==> config.mk <==
export PLATFORM = sky130hd
export DESIGN_NAME = number_entry_buffer
export DESIGN_NICKNAME = d
export VERILOG_FILES = /design/src/rtl/number_entry_buffer.sv
export SDC_FILE = /design/constraint.sdc
export NUM_CORES = 1
export LEC_CHECK = 0
export ABC_AREA = 1
export BUFFER_PORTS_ARGS = -buffer_cell sky130_fd_sc_hd__buf_2
export CAP_MARGIN = 20
export CORE_UTILIZATION = 25
export DETAILED_ROUTE_END_ITERATION = 8
export PLACE_DENSITY = 0.43
export SYNTH_ARGS = -nofsm -noshare
export SYNTH_HDL_FRONTEND = slang
export SYNTH_SLANG_ARGS = --single-unit
==> constraint.sdc <==
create_clock -name clk -period 2.9 [get_ports clk]
set_clock_uncertainty 0.15 [all_clocks]
set_input_delay 0 -clock clk [delete_from_list [all_inputs] [get_ports clk]]
set_output_delay 0 -clock clk [all_outputs]
set_load 0.02 [all_outputs]
==> src/rtl/number_entry_buffer.sv <==
// number_entry_buffer: keypad-side digit store for operand entry.
// Digits are shifted in at index 0 (least significant, most recent), removed by
// backspace or clear, and read back through a combinational scan port. A small
// converter FSM rebuilds the binary value after every accepted modification,
// one digit per clock, starting from the most significant stored digit.
//
// Command handshake: digit_valid / backspace / clear are single-cycle strobes
// sampled on the rising edge with no ready back-pressure; clear beats
// backspace beats digit_valid, and only the winner is acted on. value is
// meaningful only while value_valid=1 (busy is its complement).
module number_entry_buffer #(
  parameter int MAX_DIGITS = 8,
  parameter int IDX_W      = 3,
  parameter int BIN_W      = 27
) (
  input  logic             clk,
  input  logic             rst,
  input  logic [3:0]       digit_in,
  input  logic             digit_valid,
  input  logic             backspace,
  input  logic             clear,
  input  logic [IDX_W-1:0] rd_idx,
  output logic [3:0]       rd_digit,
  output logic [IDX_W-1:0] counter_total,
  output logic [IDX_W:0]   digit_count,
  output logic             full,
  output logic [BIN_W-1:0] value,
  output logic             value_valid,
  output logic             busy,
  output logic [1:0]       dbg_state
);

  typedef enum logic [1:0] {
    S_IDLE = 2'd0,
    S_LOAD = 2'd1,
    S_ACC  = 2'd2
  } state_t;

  localparam logic [IDX_W:0] L_MAX = MAX_DIGITS[IDX_W:0];
  localparam logic [IDX_W:0] L_ONE = {{IDX_W{1'b0}}, 1'b1};

  logic [3:0]       r_slot [MAX_DIGITS];
  logic [IDX_W:0]   r_count;
  state_t           r_state;
  state_t           w_next_state;
  logic [BIN_W-1:0] r_acc;
  logic [IDX_W-1:0] r_ptr;
  logic [BIN_W-1:0] r_value;
  logic             r_valid;

  logic             w_full;
  logic             w_empty;
  logic [IDX_W:0]   w_cnt_m1;
  logic             w_do_clear;
  logic             w_do_bs;
  logic             w_do_app;
  logic             w_mod;
  logic [BIN_W-1:0] w_acc_next;

  assign w_full   = (r_count == L_MAX);
  assign w_empty  = (r_count == '0);
  assign w_cnt_m1 = r_count - L_ONE;

  // Command arbitration: a lower-priority strobe is dropped whenever a
  // higher-priority one is present, even if the higher one turns out a no-op.
  assign w_do_clear = clear;
  assign w_do_bs    = !clear && backspace && !w_empty;
  assign w_do_app   = !clear && !backspace && digit_valid &&
                      (digit_in <= 4'd9) && !w_full;
  assign w_mod      = w_do_clear || w_do_bs || w_do_app;

  // acc*10 + digit, built from shifts; 99,999,999 fits in BIN_W bits.
  assign w_acc_next = (r_acc << 3) + (r_acc << 1) + BIN_W'(r_slot[r_ptr]);

  // Digit storage and count: shift up on append, shift down on backspace.
  always_ff @(posedge clk) begin
    if (rst || w_do_clear) begin
      for (int i = 0; i < MAX_DIGITS; i++) r_slot[i] <= 4'd0;
      r_count <= '0;
    end else if (w_do_bs) begin
      for (int i = 0; i < MAX_DIGITS - 1; i++) r_slot[i] <= r_slot[i+1];
      r_slot[MAX_DIGITS-1] <= 4'd0;
      r_count <= w_cnt_m1;
    end else if (w_do_app) begin
      for (int i = 1; i < MAX_DIGITS; i++) r_slot[i] <= r_slot[i-1];
      r_slot[0] <= digit_in;
      r_count <= r_count + L_ONE;
    end
  end

  // Converter state register.
  always_ff @(posedge clk) begin
    if (rst) r_state <= S_IDLE;
    else     r_state <= w_next_state;
  end

  // Converter next state: any accepted edit restarts from LOAD.
  always_comb begin
    w_next_state = r_state;
    if (w_mod) begin
      w_next_state = S_LOAD;
    end else begin
      case (r_state)
        S_IDLE:  w_next_state = S_IDLE;
        S_LOAD:  w_next_state = w_empty ? S_IDLE : S_ACC;
        S_ACC:   w_next_state = (r_ptr == '0) ? S_IDLE : S_ACC;
        default: w_next_state = S_IDLE;
      endcase
    end
  end

  // Converter datapath: walk from the top digit down to slot 0.
  always_ff @(posedge clk) begin
    if (rst) begin
      r_acc   <= '0;
      r_ptr   <= '0;
      r_value <= '0;
      r_valid <= 1'b1;
    end else if (w_mod) begin
      r_valid <= 1'b0;
    end else begin
      case (r_state)
        S_LOAD: begin
          r_acc <= '0;
          r_ptr <= w_cnt_m1[IDX_W-1:0];
          if (w_empty) begin
            r_value <= '0;
            r_valid <= 1'b1;
          end
        end
        S_ACC: begin
          r_acc <= w_acc_next;
          r_ptr <= r_ptr - 1'b1;
          if (r_ptr == '0) begin
            r_value <= w_acc_next;
            r_valid <= 1'b1;
          end
        end
        default: begin
        end
      endcase
    end
  end

  // Scan read: indices beyond the stored digits read as zero.
  always_comb begin
    rd_digit = 4'd0;
    if ({1'b0, rd_idx} < r_count) rd_digit = r_slot[rd_idx];
  end

  assign counter_total = w_empty ? '0 : w_cnt_m1[IDX_W-1:0];
  assign digit_count   = r_count;
  assign full          = w_full;
  assign value         = r_value;
  assign value_valid   = r_valid;
  assign busy          = ~r_valid;
  assign dbg_state     = r_state;

endmodule

==> metrics.yaml, run 1 <==
sta:
  fmax_ghz: 0.348
  setup_violations: 0
  tightest_slew_ps: 786
  holdWs_ps: 169
  final_hold_viol_count: 0
  setup_tns_ps: 0
  relSlewSlack_pct: 47.6
  grt_setup_unrepaired: "true"
  drv_slew: 0
  finalCritPeriodShare_pct: 99.2
  period_minus_slack_ps: 2880
finish:
  fin_nets: 1114
  syn_to_final_growth_pct: 27.1
  drive_above_1_share_pct: 21.9
  fin_util_pct: 32.3
  fin_area_mm2: 0.00839
  diodes: 0
clock_tree:
  clockBufferDepth: 2
  clkTransAtPathRegs_ps: 80
  clockRootBuffer: "clkbuf_16"
  clock-sinks: 98
  cts_buffers: 9
  htree_levels: 3
  cts_tree: "yes"
  clkLatencyLatePin_ps: 360
die:
  pin_count: 55
  fp.dieW_um: 165
  start_util_pct: 25.4
  die_h_um: 165
  core-area_mm2: 0.0260
  rows: 59
  die-area_mm2: 0.0271
logic_synthesis:
  synth_area_mm2: 0.00660
  synth-main-ff-cell: "dfxtp_1"
  yosysSeqAreaShare_pct: 34.6
  synth-seq-cells: 98
  synth_area_leaders: "dfxtp_1 20%, edfxtp_1 15%, nand2_1 13%"
  syn-num-nets: 1018
  ys_types: 36
  synthTopCellsByCount: "225 x nand2_1, 149 x inv_1, 94 x a21oi_1"
  synth-edff-count: 32
  synth.top_cell.area_share_pct: 20.0
  synth.avg_cell_area_um2: 6.96
  syn-instance-count: 948
  synthArstFlopShare_pct: 0
  yosysWarnings: 0
  yosysTopAreaCell: "dfxtp_1"
  synth.most_common_cell: "nand2_1"
worst_setup_path:
  path_class: "reg -> reg"
  arrival_ps: 2950
  startpoint_type: "flop"
  crit_required_ps: 2970
  end_kind: "flop"
  cp_max_fo: 7
drt:
  drc: 0
  first_iter_violations: 353
  viasPerCell: 4.66
  ant_nets: 0
  avgRoutedWirePerCell_um: 15.6
  routed_wl_mm: 21.6
  drt_first_pass_iters: 5
  num_vias: 6451
pwr:
  total_leakage_power_nw: 3.99
  vdd_drop_max_mv: 0.271
  powerDensity_mw_per_mm2: 406
placement:
  dpl_cell_area_mm2: 0.00754
  place.gp.congestion: 0.839
  hpwlAfterDp_mm: 16.5
  port_buffers: 54
global_routing:
  antenna_found_initial: 0
  grt_pass1_wl_mm: 33.5
  grt_pass1_vias: 6101
  grt-ovfl-total: 0
  track_usage_pct: 16.2
  grt_max_degree: 45
worst_hold_path:
  hold_path.class: "in -> reg"
run:
  maxCapViolCount: 0
run_status:
  status: "completed"
registers in the layout, summed over array words and instances, names as in the netlist, named ones only:
register,flops
r_acc,26
value_valid,1
value,27
digit_count,4
dbg_state,2
r_slot,32
r_ptr,3
path summary, 6_finish.rpt:
path                from            to  slack, ps  cells past startpoint
max                 flop     r_acc[21]         20                     17
min          digit_valid  dbg_state[1]        170                      5
max reg2reg         flop     r_acc[21]         20                     17
min reg2reg     value[0]      value[0]        310                      2
area by class of cell:
type / count / area [um^2]
Fill cell: 2889 / 17600
Multi-Input combinational cell: 668 / 4040
Sequential cell: 98 / 2290
Timing Repair Buffer: 116 / 781
Inverter: 151 / 572
Tap cell: 335 / 419
Clock buffer: 10 / 229
Clock inverter: 6 / 65.1
kinds of logic (layout without fill, tap and decap cells):
| group | Yosys count | count (layout) | synth area share (%) |
|---|---|---|---|
| AO/OA/AOI/OAI | 229 | 229 | 18.8 |
| buffers and inverters | 182 | 283 | 10.7 |
| adder cells (fa/ha/maj) | 58 | 58 | 11.2 |
| XOR/XNOR | 6 | 6 | 0.796 |
| AND/OR/NAND/NOR | 375 | 375 | 23.9 |
| flip-flops | 98 | 98 | 34.6 |
report_power, final:
| group | internal [mW] | leakage [nW] | switching (mW) |
|---|---|---|---|
| sequential | 1.49 | 0.899 | 0.0539 |
| combinational | 0.231 | 2.95 | 0.384 |
| clock | 0.674 | 0.143 | 0.578 |
stage by stage:
stage	setup WS [ps]	std cells	power [mW]
finish	24.4	1384	3.41
global route	-147	1384	3.59
CTS	-0.474	1380	3.42
detailed placement	-192	1356	2.13
global placement	-158	1356	2.13
floorplan	16.5	948	1.92
layout by cell type (no fill, tap or decap), types with 8 or more instances in the layout:
cell type / netlist / routed
a21oi_2: 0 / 22
ha_1: 56 / 52
nor2_1: 75 / 72
nand2_2: 0 / 15
buf_2: 6 / 55
nand3_2: 3 / 23
edfxtp_1: 32 / 32
nand2_4: 0 / 10
nand4_1: 9 / 9
dlygate4sd3_1: 0 / 8
dfxtp_1: 66 / 64
a21oi_1: 94 / 72
nand3_1: 48 / 25
o22ai_1: 26 / 26
clkbuf_16: 0 / 9
o21ai_0: 89 / 73
buf_4: 2 / 48
nand2_1: 225 / 200
o21ai_1: 5 / 16
inv_1: 149 / 144
routing by layer:
metal / vias up / global-route usage, % / part of all wire (%)
met5: - / 0 / 0
met3: 23 / 2.54 / 3.3
met1: 2975 / 21.7 / 49
li1: 3330 / - / -
met2: 123 / 26.8 / 46
met4: 0 / 4.84 / 1.9
critical path, cell delays in order (launching register included):
cell and delay [ps]:
dfxtp_4 390, buf_6 130, a21oi_2 120, o21ai_1 80
nand3_1 90, nand2_2 70, fa_1 490, inv_2 60
ha_4 280, nand2_4 50, nand2_4 100, buf_6 110
nand2_4 40, nand3b_1 210, nand3_1 120, nand2_1 70
nand3_2 120, a21oi_2 60
what timing repair did:
| item | in CTS | in global routing |
|---|---|---|
| gates cloned | 0 | 1 |
| hold buffers | 8 | 0 |
| buffers inserted | 0 | 4 |
| endpoints found under the hold margin | 22 | 0 |
| pin swaps | 18 | 41 |
| endpoints found under the setup margin | 45 | 45 |
| resized for setup | 32 | 100 |
(Power assumes the default switching activity.)
==> run 2, diff against run 1 <==
--- a/config.mk
+++ b/config.mk
@@ -8,9 +8,9 @@
 export ABC_AREA = 1
 export BUFFER_PORTS_ARGS = -buffer_cell sky130_fd_sc_hd__buf_2
 export CAP_MARGIN = 20
-export CORE_UTILIZATION = 25
+export CORE_UTILIZATION = 35
 export DETAILED_ROUTE_END_ITERATION = 8
-export PLACE_DENSITY = 0.43
+export PLACE_DENSITY = 0.55
 export SYNTH_ARGS = -nofsm -noshare
 export SYNTH_HDL_FRONTEND = slang
 export SYNTH_SLANG_ARGS = --single-unit
==> constraint.sdc (replaced) <==
create_clock -name clk -period 2.4 [get_ports clk]
set_clock_uncertainty 0.15 [all_clocks]
set_input_delay 0 -clock clk [delete_from_list [all_inputs] [get_ports clk]]
set_output_delay 0 -clock clk [all_outputs]
set_load 0.02 [all_outputs]
==> run 2 against run 1 <==
Net effect: the flow now finishes with violations (setup timing); power up 18%; clock-buffer cell count unchanged; sequential share of layout area increased by 0.36 points; die area shrank 28%; combinational power up 24%; first-iteration DRC count rose by 27%; fmax shrank 1.1%; cell count is 6.9% lower; critical path depth decreased by 2; non-clock buffer count grew 10; register-to-register slack got worse by 530 ps; via count is 1.5% higher.
==> metrics.yaml, run 2 (synthesis gave the netlist of run 1 again) <==
run_status:
  status: "finished, violations left"
  violations: "setup timing"
sta:
  period_minus_slack_ps: 2910
  fmax_ghz: 0.344
  drv_slew: 0
  final_hold_viol_count: 0
  setup_ws_ps: -507
  tightest_slew_ps: 554
  setup_violations: 47
  relSlewSlack_pct: 63.0
  finalCritPeriodShare_pct: 121
  grt_setup_unrepaired: "true"
worst_setup_path:
  arrival_ps: 3050
  critical-path-max-stage-delay_ps: 420
  critPathMostFrequentCell: "nand2_2"
  worst_r2r_endpoint: "r_acc[22]"
  crit_family: "adder cells"
  path_cells: "buf_4, o21ai_2, a221oi_2, a31oi_1, ha_1, ha_4, fa_2, nand2_2, nand2_2, and2_4, nand3b_1, nand3_1, nand2_1, nand3_2, a21oi_2"
  path_class: "reg -> reg"
  crit_buf_inv: 1
  crit_required_ps: 2540
  end_kind: "flop"
  crit_slowest_cell: "dfxtp_4"
  startpoint_type: "flop"
  cp_max_fo: 6
  reg2regPathDepth: 15
  rrSetupSlack_ps: -510
finish:
  nFillCells: 1841
  drive_above_1_share_pct: 21.4
  layout_commonest_cell: "nand2_1"
  diodes: 0
  fin_nets: 1125
  multi_input_area_mm2: 0.00397
  fin_area_mm2: 0.00828
  layout_common_cells: "205 x nand2_1, 147 x inv_1, 77 x o21ai_0"
  regArea_mm2: 0.00229
  regMostFlops: "r_slot"
  syn_to_final_growth_pct: 25.4
  largest_register_ffs: 32
die:
  pin_count: 55
  fp.dieW_um: 139
  rows: 49
  die_h_um: 139
  core-area_mm2: 0.0182
  die-area_mm2: 0.0194
  start_util_pct: 36.3
global_routing:
  grt_pass1_wl_mm: 32.1
  grt-ovfl-total: 0
  antenna_found_initial: 0
  grt_pass1_vias: 5964
  grt_max_degree: 36
  track_usage_pct: 21.1
clock_tree:
  cts_tree: "yes"
  clock-sinks: 98
  htree_levels: 3
  clockBufferDepth: 2
  clkLatencyLatePin_ps: 370
  cts_buffers: 9
  clockRootBuffer: "clkbuf_16"
  clkTransAtPathRegs_ps: 70
worst_hold_path:
  hold_path.class: "in -> reg"
  hold_depth: 7
  holdPathEnd: "value_valid"
  worstHoldStart: "digit_valid"
drt:
  first_iter_violations: 450
  ant_nets: 0
  avgRoutedWirePerCell_um: 15.5
  drt_first_pass_iters: 5
  routed_wl_mm: 19.9
  drc: 0
  num_vias: 6546
  viasPerCell: 5.08
placement:
  place.gp.congestion: 0.888
  port_buffers: 54
  hpwlAfterDp_mm: 15.2
  dpl_cell_area_mm2: 0.00758
pwr:
  vdd_drop_max_mv: 0.274
  powerDensity_mw_per_mm2: 485
  total_leakage_power_nw: 3.97
  finalPower_mw: 4.02
run:
  maxCapViolCount: 0
## run 2: repair_timing
action / in CTS / in global routing
hold buffers: 8 / 0
buffers inserted: 0 / 4
setup endpoints to repair: 47 / 47
gates resized for setup: 40 / 50
cloned: 1 / 0
endpoints found under the hold margin: 11 / 0
pin swaps: 10 / 23
## run 2: worst reg2reg max path: stages, from the launching register on
cell and delay [ps]:
dfxtp_4 420, buf_4 130, o21ai_2 60, a221oi_2 270, a31oi_1 70, ha_1 340
ha_4 180, fa_2 350, nand2_2 100, nand2_2 70, and2_4 150, nand3b_1 130
nand3_1 90, nand2_1 80, nand3_2 110, a21oi_2 150
## run 2: worst max path at each step
stage / slack, ps / cells after the start / endpoint
2_1_floorplan: -360 / 19 / r_acc[14]
3_3_place_gp: -630 / 15 / r_acc[22]
3_5_place_dp: -700 / 14 / r_acc[22]
4_1_cts: -480 / 15 / value[22]
5_1_grt: -660 / 16 / r_acc[22]
6_report: -510 / 15 / r_acc[22]
## run 2: power breakdown
group | internal [mW] | switching (mW) | leakage, nW
logic | 0.293 | 0.467 | 2.94
clock network | 0.708 | 0.691 | 0.132
registers | 1.80 | 0.0620 | 0.898
total | 2.80 | 1.22 | 3.97
## run 2: area by class of cell
class	instances	share of cell area, %
tap	229	3.46
sequential	98	27.6
inverter	151	6.91
clock inverter	6	0.499
timing repair buffer	126	10.7
clock buffer	10	2.77
multi-input combinational	668	48.0
timing repair inverter	1	0.0453
## run 2: routing by layer
metal | wire [um] | part of all wire, % | GRT usage, %
met1 | 10600 | 53 | 32.3
met2 | 8250 | 41 | 30.6
met3 | 866 | 4.3 | 2.62
met4 | 274 | 1.4 | 6.08
met5 | 0 | 0 | 0
## run 2: metrics by stage
step                      utilization, %  hold WS [ps]  worst slack, ps  instances  TNS [ps]
final                               45.5           210             -507       1289    -17100
after floorplan                        -          13.1             -364        948    -11360
after global placement              41.6           126             -626       1261    -23650
after CTS                           44.3           200             -478       1286    -16480
after detailed placement            41.6           136             -699       1261    -26620
after global routing                45.5           259             -659       1289    -24000
==> run 3, diff against run 2 <==
--- a/config.mk
+++ b/config.mk
@@ -10,7 +10,6 @@
 export CAP_MARGIN = 20
 export CORE_UTILIZATION = 35
 export DETAILED_ROUTE_END_ITERATION = 8
-export PLACE_DENSITY = 0.55
 export SYNTH_ARGS = -nofsm -noshare
 export SYNTH_HDL_FRONTEND = slang
 export SYNTH_SLANG_ARGS = --single-unit
==> run 3 against run 2 <==
Net effect: the run still ends with setup timing left; largest power group unchanged; register-to-register slack gained 20 ps; die area unchanged; largest cell class unchanged; global-route usage down 0.34 points; critical path depth rose by 2; highest routed layer unchanged.
==> metrics.yaml, run 3 (synthesis gave the netlist of run 1 again) <==
worst_setup_path:
  startpoint: "r_slot[7][2]"
  crit_family: "adder cells"
  cp_max_fo: 5
  path_cells: "nand2_1, o21ai_1, a221oi_2, a31oi_1, ha_1, ha_4, fa_2, nand2_2, nand2_4, nand3_4, nand2_8, nand2_2, nand2_2, nor2_2, nor2_1, nand2_1, a21oi_1"
  worst_r2r_endpoint: "r_acc[14]"
  reg2regPathDepth: 17
  end_kind: "flop"
  rrSetupSlack_ps: -490
  startpoint_type: "flop"
  crit_slowest_cell: "edfxtp_1"
  arrival_ps: 2980
  crit_required_ps: 2490
  rr_startpoint: "r_slot[7][2]"
  path_class: "reg -> reg"
  crit_buf_inv: 0
  critical-path-max-stage-delay_ps: 410
  critPathMostFrequentCell: "nand2_2"
pwr:
  total_leakage_power_nw: 4.04
  finalPower_mw: 4.00
  vdd_drop_max_mv: 0.265
  powerDensity_mw_per_mm2: 472
die:
  start_util_pct: 36.3
  die-area_mm2: 0.0194
  core-area_mm2: 0.0182
  pin_count: 55
  die_h_um: 139
  rows: 49
  fp.dieW_um: 139
finish:
  largest_register_ffs: 32
  multi_input_area_mm2: 0.00419
  fin_util_pct: 46.6
  fin_area_mm2: 0.00848
  regMostFlops: "r_slot"
  nFillCells: 1854
  layout_commonest_cell: "nand2_1"
  diodes: 0
  regArea_mm2: 0.00229
  syn_to_final_growth_pct: 28.4
  layout_common_cells: "200 x nand2_1, 144 x inv_1, 75 x o21ai_0"
  final_cells: 1285
  fin_nets: 1121
  drive_above_1_share_pct: 23.8
sta:
  setup_violations: 47
  period_minus_slack_ps: 2890
  finalCritPeriodShare_pct: 120
  drv_slew: 0
  grt_setup_unrepaired: "true"
  fmax_ghz: 0.346
  final_hold_viol_count: 0
  relSlewSlack_pct: 60.3
  holdWs_ps: 209
  setup_ws_ps: -487
  setup_tns_ps: -16340
  tightest_slew_ps: 595
placement:
  dpl_cell_area_mm2: 0.00753
  hpwlAfterDp_mm: 15.0
  place_inst: 1254
  port_buffers: 54
  place_ws_ps: -645
  place.gp.congestion: 0.928
global_routing:
  grt_pass1_wl_mm: 31.7
  antenna_found_initial: 0
  grt_max_degree: 33
  grt_pass1_vias: 6118
  track_usage_pct: 20.8
  grt-ovfl-total: 0
worst_hold_path:
  hold_path.class: "in -> reg"
  worstHoldStart: "digit_valid"
  holdPathEnd: "value_valid"
  hold_depth: 7
drt:
  drt_first_pass_iters: 5
  drc: 0
  first_iter_violations: 560
  avgRoutedWirePerCell_um: 15.5
  routed_wl_mm: 19.9
  viasPerCell: 5.14
  ant_nets: 0
  num_vias: 6604
clock_tree:
  clock-sinks: 98
  htree_levels: 3
  clockBufferDepth: 2
  cts_buffers: 9
  cts_tree: "yes"
  clkLatencyLatePin_ps: 360
  clockRootBuffer: "clkbuf_16"
  clkTransAtPathRegs_ps: 70
run:
  maxCapViolCount: 0
run_status:
  status: "finished, violations left"
  violations: "setup timing"
run 3: layout make-up:
| type | instances | share of cell area [%] |
|---|---|---|
| multi-input combinational | 668 | 49.4 |
| tap | 229 | 3.38 |
| inverter | 151 | 6.74 |
| timing repair buffer | 123 | 10.4 |
| sequential | 98 | 27.0 |
| clock inverter | 4 | 0.339 |
| clock buffer | 12 | 2.80 |
run 3: worst min-delay path, stage by stage:
cell	delay, ps
buf_2	90
nor3b_2	160
nand3_2	100
nand2_1	60
inv_1	120
o21ai_0	100
nand2_1	50
run 3: where the power goes:
part | total, mW | switching (mW) | internal, mW
Clock | 1.38 | 0.664 | 0.712
Sequential | 1.86 | 0.0650 | 1.80
Combinational | 0.766 | 0.474 | 0.292
Total | 4.00 | 1.20 | 2.80
run 3: what timing repair did:
item,in CTS,in global routing
cloned,1,0
gates resized for setup,66,74
hold buffers,8,0
endpoints found under the setup margin,47,47
endpoints found under the hold margin,10,0
setup buffers,4,5
pin swaps,31,30
run 3: layer usage:
metal  vias to the layer above  global-route usage, %  share of wire (%)
li1                       3338                      -                  -
met1                      3082                   30.0                 49
met2                       164                   31.9                 44
met3                        20                   2.82                5.0
met4                         0                   6.49                1.7
met5                         -                      0                  0
run 3: how the worst max path moves through the flow:
stage          slack [ps]        end  cells after the start
2_1_floorplan        -360  r_acc[14]                     19
3_3_place_gp         -550   r_acc[8]                     16
3_5_place_dp         -640  value[14]                     17
4_1_cts              -430  r_acc[22]                     15
5_1_grt              -620  value[14]                     18
6_report             -490  r_acc[14]                     17
